`src/rtl/reorder_ctrl_mb.sv`:
```
// Multi-bank reorder controller: NB frame banks cycle IDLE -> CAP -> DEC -> OUT as a FIFO ring.
// Define REORDER_CTRL_STATS_EN to add saturating drop/exceed/frame counters.
module reorder_ctrl_mb #(
  parameter int unsigned W  = 10,
  parameter int unsigned N  = 544,
  parameter int unsigned NB = 4
) (
  input  logic                     clk_i,
  input  logic                     rst_ni,
  input  logic                     synd_start_i,
  input  logic                     synd_last_i,
  input  logic                     ecc_valid_i,
  input  logic                     exceed_i,
  input  logic                     recorrect_done_i,
  input  logic                     forney_vld_i,
  input  logic [9:0]               forney_pos_i,
  input  logic [W-1:0]             forney_y_i,
  output logic                     forney_s3_rdy_o,
  output logic                     cap_rdy_o,
  output logic [$clog2(NB)-1:0]    cap_sel_o,
  output logic                     apply_en_o,
  output logic [$clog2(NB)-1:0]    apply_sel_o,
  output logic [9:0]               apply_pos_o,
  output logic [W-1:0]             apply_y_o,
  output logic                     out_vld_o,
  output logic [$clog2(NB)-1:0]    out_sel_o,
  output logic                     out_use_rec_o,
  input  logic                     out_done_i,
  output logic                     ovf_o
`ifdef REORDER_CTRL_STATS_EN
  ,
  output logic [15:0]              drop_cnt_o,
  output logic [15:0]              exceed_cnt_o,
  output logic [15:0]              frame_cnt_o
`endif
);

  localparam int unsigned BW = $clog2(NB);

  typedef enum logic [1:0] {
    ST_IDLE = 2'd0,
    ST_CAP  = 2'd1,
    ST_DEC  = 2'd2,
    ST_OUT  = 2'd3
  } bank_st_e;

  bank_st_e        state_q [NB];
  logic [BW-1:0]   cap_ptr_q, app_ptr_q, out_ptr_q;
  logic [NB-1:0]   use_fix_q, use_rec_q;
  logic            dec_seen_q, ovf_q;
  logic            apply_en_q;
  logic [BW-1:0]   apply_sel_q;
  logic [9:0]      apply_pos_q;
  logic [W-1:0]    apply_y_q;

  logic            last_fire, start_ok, app_dec, accept, pos_ok, fix_hit, complete, drain;
  logic [BW-1:0]   start_sel;

  // A same-cycle last advances the capture bank before the start is judged.
  always_comb begin
    last_fire = synd_last_i && (state_q[cap_ptr_q] == ST_CAP);
    start_sel = last_fire ? (cap_ptr_q + BW'(1)) : cap_ptr_q;
    start_ok  = synd_start_i && (state_q[start_sel] == ST_IDLE);
    app_dec   = (state_q[app_ptr_q] == ST_DEC);
    accept    = forney_vld_i && dec_seen_q && app_dec;
    pos_ok    = 32'(forney_pos_i) < N;
    fix_hit   = accept && use_fix_q[app_ptr_q] && pos_ok;
    complete  = recorrect_done_i && app_dec;
    drain     = out_done_i && (state_q[out_ptr_q] == ST_OUT);
  end

  assign forney_s3_rdy_o = dec_seen_q && app_dec;
  assign cap_rdy_o       = (state_q[cap_ptr_q] == ST_IDLE);
  assign cap_sel_o       = cap_ptr_q;
  assign out_vld_o       = (state_q[out_ptr_q] == ST_OUT);
  assign out_sel_o       = out_ptr_q;
  assign out_use_rec_o   = use_rec_q[out_ptr_q];
  assign apply_en_o      = apply_en_q;
  assign apply_sel_o     = apply_sel_q;
  assign apply_pos_o     = apply_pos_q;
  assign apply_y_o       = apply_y_q;
  assign ovf_o           = ovf_q;

  // Bank ring; each phase touches a distinct bank, so the writes never collide.
  always_ff @(posedge clk_i or negedge rst_ni) begin
    if (!rst_ni) begin
      for (int i = 0; i < int'(NB); i++) state_q[i] <= ST_IDLE;
      cap_ptr_q   <= '0;
      app_ptr_q   <= '0;
      out_ptr_q   <= '0;
      use_fix_q   <= '0;
      use_rec_q   <= '0;
      dec_seen_q  <= 1'b0;
      ovf_q       <= 1'b0;
      apply_en_q  <= 1'b0;
      apply_sel_q <= '0;
      apply_pos_q <= '0;
      apply_y_q   <= '0;
    end else begin
      if (last_fire) begin
        state_q[cap_ptr_q] <= ST_DEC;
        cap_ptr_q          <= cap_ptr_q + BW'(1);
      end
      if (start_ok) begin
        state_q[start_sel] <= ST_CAP;
      end else if (synd_start_i) begin
        ovf_q <= 1'b1;
      end
      if (ecc_valid_i && app_dec) begin
        use_fix_q[app_ptr_q] <= ~exceed_i;
        dec_seen_q           <= 1'b1;
      end
      apply_en_q <= fix_hit;
      if (accept) begin
        apply_sel_q <= app_ptr_q;
        apply_pos_q <= forney_pos_i;
        apply_y_q   <= forney_y_i;
      end
      // Completion wins over a same-cycle decision; the decision state is sampled pre-cycle.
      if (complete) begin
        state_q[app_ptr_q]   <= ST_OUT;
        use_rec_q[app_ptr_q] <= dec_seen_q & use_fix_q[app_ptr_q];
        dec_seen_q           <= 1'b0;
        app_ptr_q            <= app_ptr_q + BW'(1);
      end
      if (drain) begin
        state_q[out_ptr_q] <= ST_IDLE;
        out_ptr_q          <= out_ptr_q + BW'(1);
      end
    end
  end

`ifdef REORDER_CTRL_STATS_EN
  logic [15:0] drop_cnt_q, exceed_cnt_q, frame_cnt_q;
  logic        rec_new;

  assign rec_new      = dec_seen_q & use_fix_q[app_ptr_q];
  assign drop_cnt_o   = drop_cnt_q;
  assign exceed_cnt_o = exceed_cnt_q;
  assign frame_cnt_o  = frame_cnt_q;

  // Saturating statistics.
  always_ff @(posedge clk_i or negedge rst_ni) begin
    if (!rst_ni) begin
      drop_cnt_q   <= '0;
      exceed_cnt_q <= '0;
      frame_cnt_q  <= '0;
    end else begin
      if (accept && !fix_hit && (drop_cnt_q != 16'hFFFF)) drop_cnt_q <= drop_cnt_q + 16'd1;
      if (complete && !rec_new && (exceed_cnt_q != 16'hFFFF)) exceed_cnt_q <= exceed_cnt_q + 16'd1;
      if (complete && (frame_cnt_q != 16'hFFFF)) frame_cnt_q <= frame_cnt_q + 16'd1;
    end
  end
`else
  // Statistics counters are not built in this configuration.
`endif

endmodule
```
`config.mk`:
```
export PLATFORM = sky130hd
export DESIGN_NAME = reorder_ctrl_mb
export DESIGN_NICKNAME = d
export VERILOG_FILES = /design/src/rtl/reorder_ctrl_mb.sv
export SDC_FILE = /design/constraint.sdc
export NUM_CORES = 1
export LEC_CHECK = 0
export BUFFER_PORTS_ARGS = -buffer_cell sky130_fd_sc_hd__buf_4
export CORE_MARGIN = 4
export CORE_UTILIZATION = 55
export DETAILED_ROUTE_END_ITERATION = 10
export PLACE_DENSITY = 0.91
export SLEW_MARGIN = 20
export SYNTH_ARGS = -nofsm -noshare
export SYNTH_HDL_FRONTEND = slang
export SYNTH_SLANG_ARGS = --single-unit
```
`constraint.sdc`:
```
create_clock -name clk_i -period 4 [get_ports clk_i]
set_input_delay 0.4 -clock clk_i [delete_from_list [all_inputs] [get_ports clk_i]]
set_output_delay 0.4 -clock clk_i [all_outputs]
set_load 0.01 [all_outputs]
```
# Word level (Yosys, flattened, before mapping)
# Index checks and enable logic that the tools add are counted.
classes:
  order_cmp: 12
  muxes: 35
  n_reduce_logical: 19
  bitwise: 16
  n_addsub: 3
  n_eq_ne: 3
op_table:
  columns: ["operator", "n"]
  rows:
  - ["$mux W8", 4]
  - ["$mux W2", 13]
  - ["$bmux W2 S2", 4]
  - ["$demux W2 S2", 4]
  - ["$logic_and A1 B1 Y1", 15]
  - ["$ge A3 B3 Y1 const B", 4]
  - ["$lt A3 B1 Y1 const B", 4]
  - ["$not A2 Y3", 4]
  - ["$lt A10 B10 Y1 const B", 1]
  - ["$and A4 B4 Y4", 2]
  - ["$and A8 B8 Y8", 1]
  - ["$bwmux W4", 2]
  - ["$not A4 Y4", 2]
  - ["$not A8 Y8", 1]
  - ["$or A4 B4 Y4", 2]
  - ["$or A8 B8 Y8", 1]
  - ["$add A2 B1 Y2 const B", 3]
  - ["$lt A2 B3 Y1 const B", 2]
  - ["$mux W1", 5]
  - ["$bmux W1 S2", 2]
  - ["$eq A2 B2 Y1 const B", 2]
  - ["$logic_not A2 Y1", 2]
  - ["$demux W1 S2", 1]
  - ["$eq A2 B1 Y1 const B", 1]
  - ["other kinds (5)", 6]
word_totals:
  reg_bits: 47
  in_bits: 29
  output_inout_bits: 32
  word_cells: 103

# Depth between registers and ports, before layout
# Gate-level depths: netlist of the first run.
depth:
  ltp_word: 19
  mapped_depth: 6
  depth_no_buf: 5

# Least setup slack after synthesis of the first run
# No wires, ideal clock.
synth_timing:
  path_type: "register -> register"
  startpoint: "register app_ptr_q[0]"
  endpoint: "register apply_pos_q[9] (netlist: apply_pos_o[9])"
  required_time_ns: 3.875
  path_stages_with_launch: 7
  t_arrival_ns: 1.811
  setup_time_ns: 0.125
  n_path_buf: 1
  slack_ns: 2.064
  synth_period_minus_slack_ns: 1.936
  path_cell_list: "dfrtp_1 > inv_2 > mux4_2 > and2_4 > nand2_4 > buf_6 > mux2_2"
synth_via:
  elab_chain_len: 6
synth_lines:
  columns: ["item", "line_no", "text"]
  rows:
  - ["start, declared", "48", "logic [BW-1:0] cap_ptr_q, app_ptr_q, out_ptr_q;"]
  - ["start signal, assigned", "124", "app_ptr_q <= app_ptr_q + BW'(1);"]
  - ["$not A2 Y3 (not written as such)", "64", "app_dec = (state_q[app_ptr_q] == ST_DEC);"]
  - ["$bmux W2 S2", "64", null]
  - ["$mux W2 (not written as such) (2 in a row)", "64", null]
  - ["$eq A2 B2 Y1", "64", null]
  - ["$logic_and A1 B1 Y1", "65", "accept = forney_vld_i && dec_seen_q && app_dec;"]
  - ["end signal, assigned", "116", "apply_pos_q <= forney_pos_i;"]
  - ["end, declared", "53", "logic [9:0] apply_pos_q;"]
# No other way between the ends. The select of a mux whose other input is x is not followed.
# A chain may end at the register's enable or synchronous reset.

# Final worst setup path of the first run
layout_timing:
  startpoint: "register app_ptr_q[0]"
  endpoint: "output port forney_s3_rdy_o"
layout_via:
  elab_chain_len: 6
layout_lines:
  columns: ["item", "line_no", "text"]
  rows:
  - ["$not A2 Y3 (not written as such)", "64", null]
  - ["$bmux W2 S2", "64", null]
  - ["$mux W2 (not written as such) (2 in a row)", "64", null]
  - ["$eq A2 B2 Y1", "64", null]
  - ["$logic_and A1 B1 Y1", "72", "assign forney_s3_rdy_o = dec_seen_q && app_dec;"]
  - ["end, declared", "18", "output logic forney_s3_rdy_o,"]
# No other way between the ends. The select of a mux whose other input is x is not followed.

==> results.json, run 1 <==
{
  "syn2layout_area_growth_pct": 23.3,
  "vias": 1842,
  "clock_latency_ns": 0.30,
  "htree_levels": 2,
  "finalHoldViolCount": 0,
  "numCtsBuffers": 5,
  "port_buffers": 60,
  "crit_required_ns": 3.60,
  "die_w_um": 74.9,
  "report.power.total_mw": 2.46,
  "worst_setup_path_end_kind": "output pin",
  "p_seq_frac": 0.375,
  "synth_fp_nets": 242,
  "report.final.setup_viol": 0,
  "synth.distinct_cells": 45,
  "root_buffer": "clkbuf_8",
  "ir_worst_vdd_uv": 318,
  "final_antenna_net_count": 0,
  "dr.pass1.iters": 4,
  "dieArea_um2": 5610,
  "routed_wl_mm": 5.41,
  "fin_nets": 304,
  "p_switching_uw": 943,
  "max_freq_mhz": 453,
  "clock-sinks": 47,
  "tightest_slew_ns": 0.576,
  "numPlacedInstances": 308,
  "path_clk_slew_ns": 0.08,
  "ys_seq_elements": 47,
  "fin_tns_setup_ns": 0,
  "maxCapViolations": 0,
  "setup_slack_ns": 1.79,
  "ys_seq_area_frac": 0.477,
  "first_iter_violations": 174,
  "post-place-ws_ns": 1.85,
  "swShare": 0.383,
  "grt_pass1_wl_mm": 8.34,
  "syn_area_um2": 2460,
  "antenna_found_initial": 0,
  "p_int_mw": 1.52,
  "pwr-share-comb": 0.491,
  "arrival_ns": 1.81,
  "hpwl_mm": 4.03,
  "viasPerCell": 5.85,
  "syn_area_per_cell_um2": 12.3,
  "finalMaxSlewViolations": 0,
  "cts_tree": "done",
  "cp_max_fo": 7,
  "cellPowerDensity_nw_per_um2": 811,
  "power_frac_clock": 0.134,
  "hp-class": "in2async",
  "start_kind": "flop",
  "rsz0062_at_grt": "no",
  "min_period_ns": 2.21,
  "syn-instance-count": 201,
  "leakage_nw": 1.49,
  "stdcell_count": 315,
  "slew_headroom": 0.616,
  "grt.total_usage": 0.197,
  "drive_gt1_frac": 0.399,
  "yosysWarnings": 0,
  "grt_pass1_vias": 1763,
  "die_h_um": 74.9,
  "diodes": 0,
  "hold_buffers": 0,
  "coreArea_um2": 4350,
  "ioPinCount": 61,
  "place.gp.congestion": 0.878,
  "post_cts_resized": 0,
  "post-route-drc-count": 0,
  "path_class": "reg2out",
  "min_period_over_period": 0.552,
  "status": "finished clean",
  "grt_max_degree": 48,
  "finalClockSkew_ns": 0.0101,
  "cts_setup_buffers": 0,
  "start_util": 0.566,
  "wl_per_cell_um": 17.2,
  "overflow": 0,
  "cts_max_path_buffers": 2,
  "rows": 24
}
[sequential cells by signal (all words and copies together), names as in the netlist]
name         cells
apply_sel_o      2
cap_sel_o        2
ovf_o            1
apply_en_o       1
use_rec_q        4
app_ptr_q        2
out_sel_o        2
dec_seen_q       1
state_q          8
use_fix_q        4
apply_pos_o     10
apply_y_o       10
[worst paths after layout]
path,to,depth (start not counted),start,slack (ns)
worst max-delay path,forney_s3_rdy_o,4,app_ptr_q[0]$_DFFE_PN0P_,1.79
worst min-delay path,apply_y_o[8]$_DFFE_PN0P_,1,rst_ni,0.08
worst max register to register,state_q[1]$_DFF_PN0_,5,cap_sel_o[1]$_DFF_PN0_,1.83
worst min register to register,apply_pos_o[7]$_DFFE_PN0P_,1,apply_pos_o[7]$_DFFE_PN0P_,0.50
max in group asynchronous,state_q[1]$_DFF_PN0_,1,rst_ni,3.51
min in group clk_i,use_fix_q[0]$_DFFE_PN0P_,2,exceed_i,0.30
[layout make-up]
class,instances,area [µm²]
flip-flops and latches,47,1180
well taps,52,65.1
fillers,308,1320
inverters,11,41.3
repair buffers,60,450
clock inverters,2,37.5
clock buffers,5,68.8
multi-input cells,138,1200
[cell usage after synthesis (all sizes together)]
| library cell | n | area, µm² |
|---|---|---|
| a21o | 1 | 15.0 |
| o311a | 1 | 10.0 |
| o211ai | 1 | 7.51 |
| a22o | 1 | 8.76 |
| buf | 4 | 45.0 |
| mux2 | 27 | 304 |
| a211oi | 4 | 30.0 |
| a21boi | 5 | 37.5 |
| a311o | 1 | 10.0 |
| and3 | 8 | 62.6 |
| nand2 | 19 | 78.8 |
| inv | 11 | 41.3 |
| a21oi | 4 | 20.0 |
| o21ai | 2 | 10.0 |
| nor3 | 1 | 5.00 |
| mux4 | 4 | 93.8 |
| nor2b | 4 | 25.0 |
| nand4b | 1 | 8.76 |
| or3b | 2 | 17.5 |
| nand4 | 3 | 18.8 |
| nand3 | 6 | 30.0 |
| o211a | 2 | 20.0 |
| mux2i | 6 | 60.1 |
| clkbuf | 1 | 3.75 |
| xnor2 | 2 | 17.5 |
| dfrtp | 47 | 1180 |
| a221oi | 2 | 17.5 |
| nor2 | 5 | 18.8 |
| o31a | 3 | 26.3 |
| and2b | 1 | 7.51 |
| nand4bb | 1 | 11.3 |
| ha | 12 | 150 |
| a2111oi | 2 | 23.8 |
| o41ai | 1 | 8.76 |
| and2 | 6 | 42.5 |
[power groups by stage]
stage | clock network (mW) | registers (mW) | logic, mW
final | 0.331 | 0.924 | 1.21
after global routing | 0.355 | 0.954 | 1.32
after CTS | 0.340 | 0.919 | 1.22
after detailed placement | 0 | 0.927 | 1.20
after global placement | 0 | 0.906 | 1.15
after floorplan | 0 | 0.924 | 0.745
[cell usage in the layout (no fill, tap or decap), types with 2 or more instances in the layout]
cell       n
a211oi_1   4
a21boi_0   4
a21oi_1    4
a221oi_1   2
and2_1     3
and2_2     2
and3_1     4
and3_2     2
and3_4     2
buf_4     60
clkbuf_8   5
dfrtp_1   47
ha_1      12
inv_1     10
mux2_1     3
mux2_2    24
mux2i_1    6
mux4_2     3
nand2_1   18
nand3_1    6
nand4_1    3
nor2_1     5
nor2b_1    4
o211a_1    2
o21ai_0    2
o31a_1     3
or3b_1     2
xnor2_1    2
[routing by layer]
layer,track usage,up-vias,wire [µm]
li1,-,855,-
met1,0.255,905,2100
met2,0.322,68,2830
met3,0.0294,14,333
met4,0.0988,0,149
met5,0,-,0
[stage by stage]
| step | instance area [µm²] | utilization | hold slack, ns |
|---|---|---|---|
| 3_3_place_gp | 2930 | 0.673 | 0.437 |
| 2_1_floorplan | 2460 | - | 0.104 |
| 5_1_grt | 3040 | 0.697 | 0.137 |
| 4_1_cts | 3040 | 0.697 | 0.109 |
| 3_5_place_dp | 2930 | 0.673 | 0.437 |
| 6_report | 3040 | 0.697 | 0.0824 |
[cell families after synthesis]
| kind of cell | after synthesis | synth area share |
|---|---|---|
| and+or+nand+nor | 57 | 0.133 |
| DFF | 47 | 0.477 |
| muxes | 37 | 0.186 |
| AOI/OAI and AO/OA | 30 | 0.0995 |
| buffers and inverters | 16 | 0.0366 |
| adders and majority gates | 12 | 0.0609 |
| xor gates and xnor gates | 2 | 0.00711 |
[worst max-delay path, stage by stage, from the launching register on]
cell	delay, ns
dfrtp_1	0.45
inv_2	0.13
mux4_2	0.58
and2_4	0.20
buf_4	0.14
No activity file was read; power rests on OpenSTA's default activity.
==> run 2: changes to the inputs <==
--- a/config.mk
+++ b/config.mk
@@ -5,11 +5,12 @@
 export SDC_FILE = /design/constraint.sdc
 export NUM_CORES = 1
 export LEC_CHECK = 0
+export ABC_AREA = 1
 export BUFFER_PORTS_ARGS = -buffer_cell sky130_fd_sc_hd__buf_4
 export CORE_MARGIN = 4
-export CORE_UTILIZATION = 55
+export CORE_UTILIZATION = 48
 export DETAILED_ROUTE_END_ITERATION = 10
-export PLACE_DENSITY = 0.91
+export PLACE_DENSITY = 0.85
 export SLEW_MARGIN = 20
 export SYNTH_ARGS = -nofsm -noshare
 export SYNTH_HDL_FRONTEND = slang
==> constraint.sdc (replaced) <==
create_clock -name clk_i -period 1.8 [get_ports clk_i]
set_input_delay 0.18 -clock clk_i [delete_from_list [all_inputs] [get_ports clk_i]]
set_output_delay 0.18 -clock clk_i [all_outputs]
set_load 0.01 [all_outputs]
==> run 2 against run 1 <==
Net effect:
- area after synthesis down 1.2%
- first-iteration DRC count fell by 2.3%
- clock-buffer cell count increased by 1
- via count increased by 15%
- core utilization decreased by 1.1 points
- critical endpoint is now state_q[7]$_DFF_PN0_
- non-clock buffer count up 18
- final cell count increased by 30%
- worst setup slack lost 1.8 ns
- global-route usage increased by 0.35 points
- clock skew decreased by 0.0015 ns
- sequential share of layout area decreased by 3.1 points
- cell area up 8.9%
==> results.json, run 2 <==
{
  "p_switching_mw": 2.81,
  "syn_area_um2": 2430,
  "final_core_util": 0.686,
  "leakage_nw": 1.66,
  "ys_seq_area_frac": 0.483,
  "grt.total_usage": 0.200,
  "path_clk_slew_ns": 0.09,
  "fin_nets": 382,
  "async_flop_share": 1.00,
  "final_common_cell": "buf_4",
  "r2r_end": "state_q[7]$_DFF_PN0_",
  "dr.pass1.iters": 4,
  "synth_area_leaders": "dfrtp_1 48%, mux2_1 8.3%, nand2_1 8.0%, ha_1 6.2%, inv_1 5.2%",
  "cp_max_fo": 7,
  "report.final.setup_viol": 0,
  "synth_common_cells": "52 x nand2_1, 47 x dfrtp_1, 34 x inv_1",
  "vias": 2111,
  "tightest_slew_ns": 0.587,
  "overflow": 0,
  "synth.distinct_cells": 30,
  "syn2layout_area_growth_pct": 35.8,
  "routed_wl_mm": 6.12,
  "maxCapViolations": 0,
  "status": "finished clean",
  "synth_edf_count": 0,
  "grt_max_degree": 48,
  "finalHoldViolCount": 0,
  "final_cell_mix": "76 x buf_4, 46 x dfrtp_1, 45 x nand2_1, 33 x inv_1, 18 x mux2_1",
  "min_to": "apply_en_o$_DFF_PN0_",
  "synth_ff_type": "dfrtp_1",
  "min_period_ns": 1.79,
  "hold_depth": 2,
  "yosysTopAreaCellShare": 0.483,
  "syn_area_per_cell_um2": 9.44,
  "cellPowerDensity_nw_per_um2": 1960,
  "final_antenna_net_count": 0,
  "synth_area_leader_cell": "dfrtp_1",
  "die_w_um": 79.2,
  "finalClockSkew_ns": 0.00858,
  "finalMaxSlewViolations": 0,
  "fillers": 374,
  "swShare": 0.433,
  "cts_max_path_buffers": 2,
  "path_class": "reg2reg",
  "path_cells": "inv_4 > nand2_1 > nand3_2 > nand2_4 > nand3_4 > nand2_2 > nand2_4 > nand3_2 > nand2_2 > nor2_4 > nand3_2 > nand2_1 > a21oi_1",
  "wl_per_cell_um": 15.0,
  "crit_required_ns": 1.98,
  "hold_start": "forney_pos_i[9]",
  "max_freq_mhz": 558,
  "dieArea_um2": 6280,
  "viasPerCell": 5.16,
  "reg2reg_slack_ns": 0.009,
  "grt_pass1_wl_mm": 9.85,
  "synth_most_common_cell": "nand2_1",
  "pwr-share-comb": 0.576,
  "numCtsBuffers": 5,
  "rsz0062_at_grt": "yes",
  "syn-instance-count": 258,
  "fin_tns_setup_ns": 0,
  "post-place-ws_ns": -0.0947,
  "setup_slack_ns": 0.00935,
  "diodes": 0,
  "root_buffer": "clkbuf_8",
  "post-route-drc-count": 0,
  "power_frac_clock": 0.124,
  "grt_pass1_vias": 2129,
  "ioPinCount": 61,
  "cts_tree": "done",
  "first_iter_violations": 170,
  "ys_seq_elements": 47,
  "hpwl_mm": 4.52,
  "die_h_um": 79.2,
  "start_kind": "flop",
  "port_buffers": 60,
  "min_period_over_period": 0.995,
  "start_util": 0.505,
  "antenna_found_initial": 0,
  "arrival_ns": 1.98,
  "htree_levels": 2,
  "crit_slowest_cell": "dfrtp_2",
  "ir_worst_vdd_uv": 1040,
  "reg2reg_depth": 13,
  "cpPeakStageDelay_ns": 0.46,
  "worst_setup_path_end_kind": "flop",
  "place.gp.congestion": 0.880,
  "p_int_mw": 3.67,
  "clock-sinks": 47,
  "hp-class": "in2reg",
  "p_seq_frac": 0.300,
  "clock_latency_ns": 0.30,
  "report.power.total_mw": 6.47,
  "reg2reg_from": "cap_sel_o[0]$_DFF_PN0_",
  "rows": 25,
  "synth_fp_nets": 299,
  "drive_gt1_frac": 0.363,
  "crit_top_cell": "nand3_2",
  "coreArea_um2": 4820,
  "yosysWarnings": 0,
  "slew_headroom": 0.609
}
run 2: cell types whose count changed in the layout (fill, tap and decap cells not counted), sizes merged, moves of 9 or more:
cell	before	now
inv	11	35
nand3	6	19
mux2	27	18
nor2	5	21
buf	60	77
nand2	19	59
a21oi	4	19
run 2: power by group through the flow:
stage / sequential, mW / combinational, mW / clock (mW)
5_1_grt: 2.00 / 4.09 / 0.864
2_1_floorplan: 2.03 / 1.93 / 0
4_1_cts: 1.93 / 3.52 / 0.812
3_5_place_dp: 1.94 / 3.40 / 0
3_3_place_gp: 1.90 / 3.29 / 0
6_report: 1.94 / 3.73 / 0.805
run 2: layout make-up:
class                      instances  area (µm²)  share of cell area
multi-input combinational        174        1190               0.361
tap                               67        83.8              0.0254
sequential                        47        1180               0.356
clock inverter                     2        35.0              0.0106
clock buffer                       6        82.6              0.0250
timing repair buffer              78         601               0.182
inverter                          35         134              0.0405
run 2: per-layer routing:
metal / global-route usage / routed length, µm / vias to the layer above / share of wire
li1: - / - / 1014 / -
met1: 0.238 / 2530 / 1033 / 0.41
met2: 0.357 / 3240 / 58 / 0.53
met3: 0.0454 / 292 / 6 / 0.048
met4: 0.0653 / 68 / 0 / 0.011
met5: 0 / 0 / - / 0
run 2: cells by family after synthesis:
logic type,count (synthesis),share of synthesized area
and+or+nand+nor,104,0.210
muxes,18,0.0832
AOI/OAI and AO/OA,38,0.0971
xor gates and xnor gates,2,0.00720
adders and majority gates,12,0.0617
DFF,47,0.483
buffers and inverters,37,0.0581
run 2: stage by stage:
step,instances,hold WS (ns),area [µm²]
final,409,0.0735,3310
after global routing,409,0.0592,3310
after CTS,406,0.0661,3230
after detailed placement,395,0.223,3070
after global placement,395,0.222,3070
after floorplan,258,-0.116,2440
run 2: how the worst max path moves through the flow:
stage | from | end | cells past startpoint
2_1_floorplan | app_ptr_q[0]$_DFFE_PN0P_ | apply_pos_o[0]$_DFFE_PN0P_ | 6
3_3_place_gp | cap_sel_o[0]$_DFF_PN0_ | state_q[7]$_DFF_PN0_ | 13
3_5_place_dp | cap_sel_o[0]$_DFF_PN0_ | state_q[1]$_DFF_PN0_ | 13
4_1_cts | app_ptr_q[0]$_DFFE_PN0P_ | use_rec_q[2]$_DFFE_PN0P_ | 8
5_1_grt | state_q[0]$_DFF_PN0_ | state_q[7]$_DFF_PN0_ | 13
6_report | cap_sel_o[0]$_DFF_PN0_ | state_q[7]$_DFF_PN0_ | 13
run 2: what timing repair did:
item | 4_1_cts | 5_1_grt
setup endpoints to repair | 8 | 31
resized for setup | 6 | 16
hold buffers | 1 | 0
pin swaps | 4 | 6
gates cloned | 0 | 0
setup buffers | 2 | 3
hold endpoints to repair | 47 | 0
run 2: critical path, delay by kind of cell (launching register included):
kind | cells | cell delay (ns)
buffers and inverters | 1 | 0.07
AO/OA/AOI/OAI | 1 | 0.06
flip-flops | 1 | 0.46
AND/OR/NAND/NOR | 11 | 1.11
==> run 3: changes to the inputs <==
--- a/config.mk
+++ b/config.mk
@@ -7,10 +7,13 @@
 export LEC_CHECK = 0
 export ABC_AREA = 1
 export BUFFER_PORTS_ARGS = -buffer_cell sky130_fd_sc_hd__buf_4
+export CELL_PAD_IN_SITES_DETAIL_PLACEMENT = 2
+export CELL_PAD_IN_SITES_GLOBAL_PLACEMENT = 2
 export CORE_MARGIN = 4
-export CORE_UTILIZATION = 48
+export CORE_UTILIZATION = 29
 export DETAILED_ROUTE_END_ITERATION = 10
 export PLACE_DENSITY = 0.85
+export RECOVER_POWER = 100
 export SLEW_MARGIN = 20
 export SYNTH_ARGS = -nofsm -noshare
 export SYNTH_HDL_FRONTEND = slang
==> run 3 against run 2 <==
Net effect:
- core utilization down 28 points
- the flow now finishes with violations (setup timing)
- highest routed layer unchanged
- largest cell class unchanged
- non-clock buffer count rose by 8
- via count is 3.1% higher
==> results.json, run 3 (synthesis gave the netlist of run 2 again) <==
{
  "crit_required_ns": 1.99,
  "max_freq_mhz": 536,
  "reg2reg_slack_ns": -0.07,
  "cellPowerDensity_nw_per_um2": 1970,
  "cp_max_fo": 7,
  "pwr-share-comb": 0.602,
  "crit_slowest_cell": "dfrtp_2",
  "coreArea_um2": 8180,
  "viasPerCell": 4.78,
  "dieArea_um2": 9930,
  "start_util": 0.298,
  "final_antenna_net_count": 0,
  "worstSetupStartpoint": "cap_sel_o[0]$_DFF_PN0_",
  "vias": 2176,
  "grt_max_degree": 48,
  "final_cell_mix": "57 x buf_4, 45 x dfrtp_1, 39 x nand2_1, 33 x inv_1, 28 x clkbuf_1",
  "path_clk_slew_ns": 0.09,
  "path_class": "reg2reg",
  "p_switching_mw": 3.09,
  "die_h_um": 99.6,
  "status": "finished with violations",
  "finalMaxSlewViolations": 0,
  "stdcell_count": 455,
  "overflow": 0,
  "diodes": 0,
  "grt_pass1_wl_mm": 13.9,
  "start_kind": "flop",
  "wl_per_cell_um": 18.3,
  "setup_slack_ns": -0.0671,
  "fin_nets": 390,
  "tightest_slew_ns": 1.22,
  "rsz0062_at_grt": "yes",
  "p_int_mw": 3.47,
  "hold_start": "forney_pos_i[9]",
  "fillers": 928,
  "power_frac_clock": 0.098,
  "routed_wl_mm": 8.33,
  "rows": 33,
  "leakage_nw": 1.59,
  "hpwl_mm": 6.37,
  "min_period_ns": 1.87,
  "violations": "setup timing",
  "place.gp.congestion": 0.765,
  "slew_headroom": 0.189,
  "clock_latency_ns": 0.30,
  "first_iter_violations": 41,
  "path_cells": "inv_4 > nand2_1 > nand3_2 > nand2_4 > nand3_4 > nand2_2 > nand2_4 > nand3_2 > nand2_2 > nor2_4 > nand3_2 > nand2_1 > a21oi_1",
  "clock-sinks": 47,
  "hold_depth": 2,
  "r2r_end": "state_q[7]$_DFF_PN0_",
  "dr.pass1.iters": 4,
  "placed_area_um2": 3140,
  "report.power.total_mw": 6.56,
  "syn2layout_area_growth_pct": 37.0,
  "numPlacedInstances": 437,
  "crit_top_cell": "nand3_2",
  "grt.total_usage": 0.179,
  "cts_max_path_buffers": 2,
  "swShare": 0.471,
  "cts_tree": "done",
  "arrival_ns": 2.06,
  "post-place-ws_ns": -0.168,
  "ir_worst_vdd_uv": 590,
  "antenna_found_initial": 0,
  "drive_gt1_frac": 0.326,
  "p_seq_frac": 0.300,
  "report.final.setup_viol": 8,
  "min_period_over_period": 1.04,
  "finalClockSkew_ns": 0.00904,
  "final_common_cell": "buf_4",
  "cpPeakStageDelay_ns": 0.45,
  "final_core_util": 0.408,
  "htree_levels": 2,
  "finalHoldViolCount": 0,
  "numCtsBuffers": 5,
  "worst_setup_path_end_kind": "flop",
  "finalInstanceArea_um2": 3340,
  "root_buffer": "clkbuf_8",
  "port_buffers": 60,
  "hp-class": "in2reg",
  "maxCapViolations": 0,
  "crit_end": "state_q[7]$_DFF_PN0_",
  "reg2reg_from": "cap_sel_o[0]$_DFF_PN0_",
  "grt_pass1_vias": 2634,
  "ioPinCount": 61,
  "post-route-drc-count": 0,
  "reg2reg_depth": 13,
  "die_w_um": 99.6
}
-- run 3: cell types whose count changed in the layout (fill, tap and decap cells not counted), sizes merged --
cell	previous run	this run
clkbuf	6	34
buf	77	58
bufinv	1	0
-- run 3: power by group through the flow --
stage | Combinational [mW] | Clock, mW | Sequential [mW]
final | 3.95 | 0.640 | 1.97
after global routing | 4.35 | 0.720 | 2.05
after CTS | 4.05 | 0.668 | 1.98
after detailed placement | 3.65 | 0 | 1.97
after global placement | 3.42 | 0 | 1.92
after floorplan | 1.93 | 0 | 2.03
-- run 3: repair_timing --
item	CTS	global route
setup buffers	7	2
hold buffers	1	0
resized for setup	25	11
pin swaps	7	10
endpoints found under the hold margin	47	0
setup endpoints to repair	28	34
-- run 3: worst min path at each step --
stage                                             to  slack (ns)
after floorplan             app_ptr_q[0]$_DFFE_PN0P_       -0.12
after global placement      apply_y_o[8]$_DFFE_PN0P_        0.24
after detailed placement  apply_pos_o[1]$_DFFE_PN0P_        0.24
after CTS                       apply_en_o$_DFF_PN0_        0.05
after global routing            apply_en_o$_DFF_PN0_        0.05
final                           apply_en_o$_DFF_PN0_        0.06
-- run 3: per-stage QoR --
stage                     setup TNS (ns)  hold WS, ns
after floorplan                        0       -0.116
final                             -0.295       0.0583
after detailed placement          -0.997        0.242
after CTS                         -0.127       0.0490
after global placement                 0        0.236
after global routing               -2.07       0.0462
-- run 3: final cells by class --
class / count / area [µm²] / share of cell area
flip-flops and latches: 47 / 1180 / 0.353
multi-input cells: 174 / 1250 / 0.375
well taps: 105 / 131 / 0.0394
clock buffers: 7 / 76.3 / 0.0229
repair buffers: 86 / 561 / 0.168
inverters: 35 / 134 / 0.0401
clock inverters: 1 / 5.00 / 0.00150
-- run 3: worst max-delay path: cells and delay by family (launching register included) --
kind	cells	cell delay [ns]
AOI/OAI and AO/OA	1	0.06
buffers and inverters	1	0.08
DFF	1	0.45
and+or+nand+nor	11	1.16
-- run 3: layer usage --
layer	routed length, µm	track usage
met1	3130	0.196
met2	4790	0.351
met3	318	0.0358
met4	89	0.0441
met5	0	0
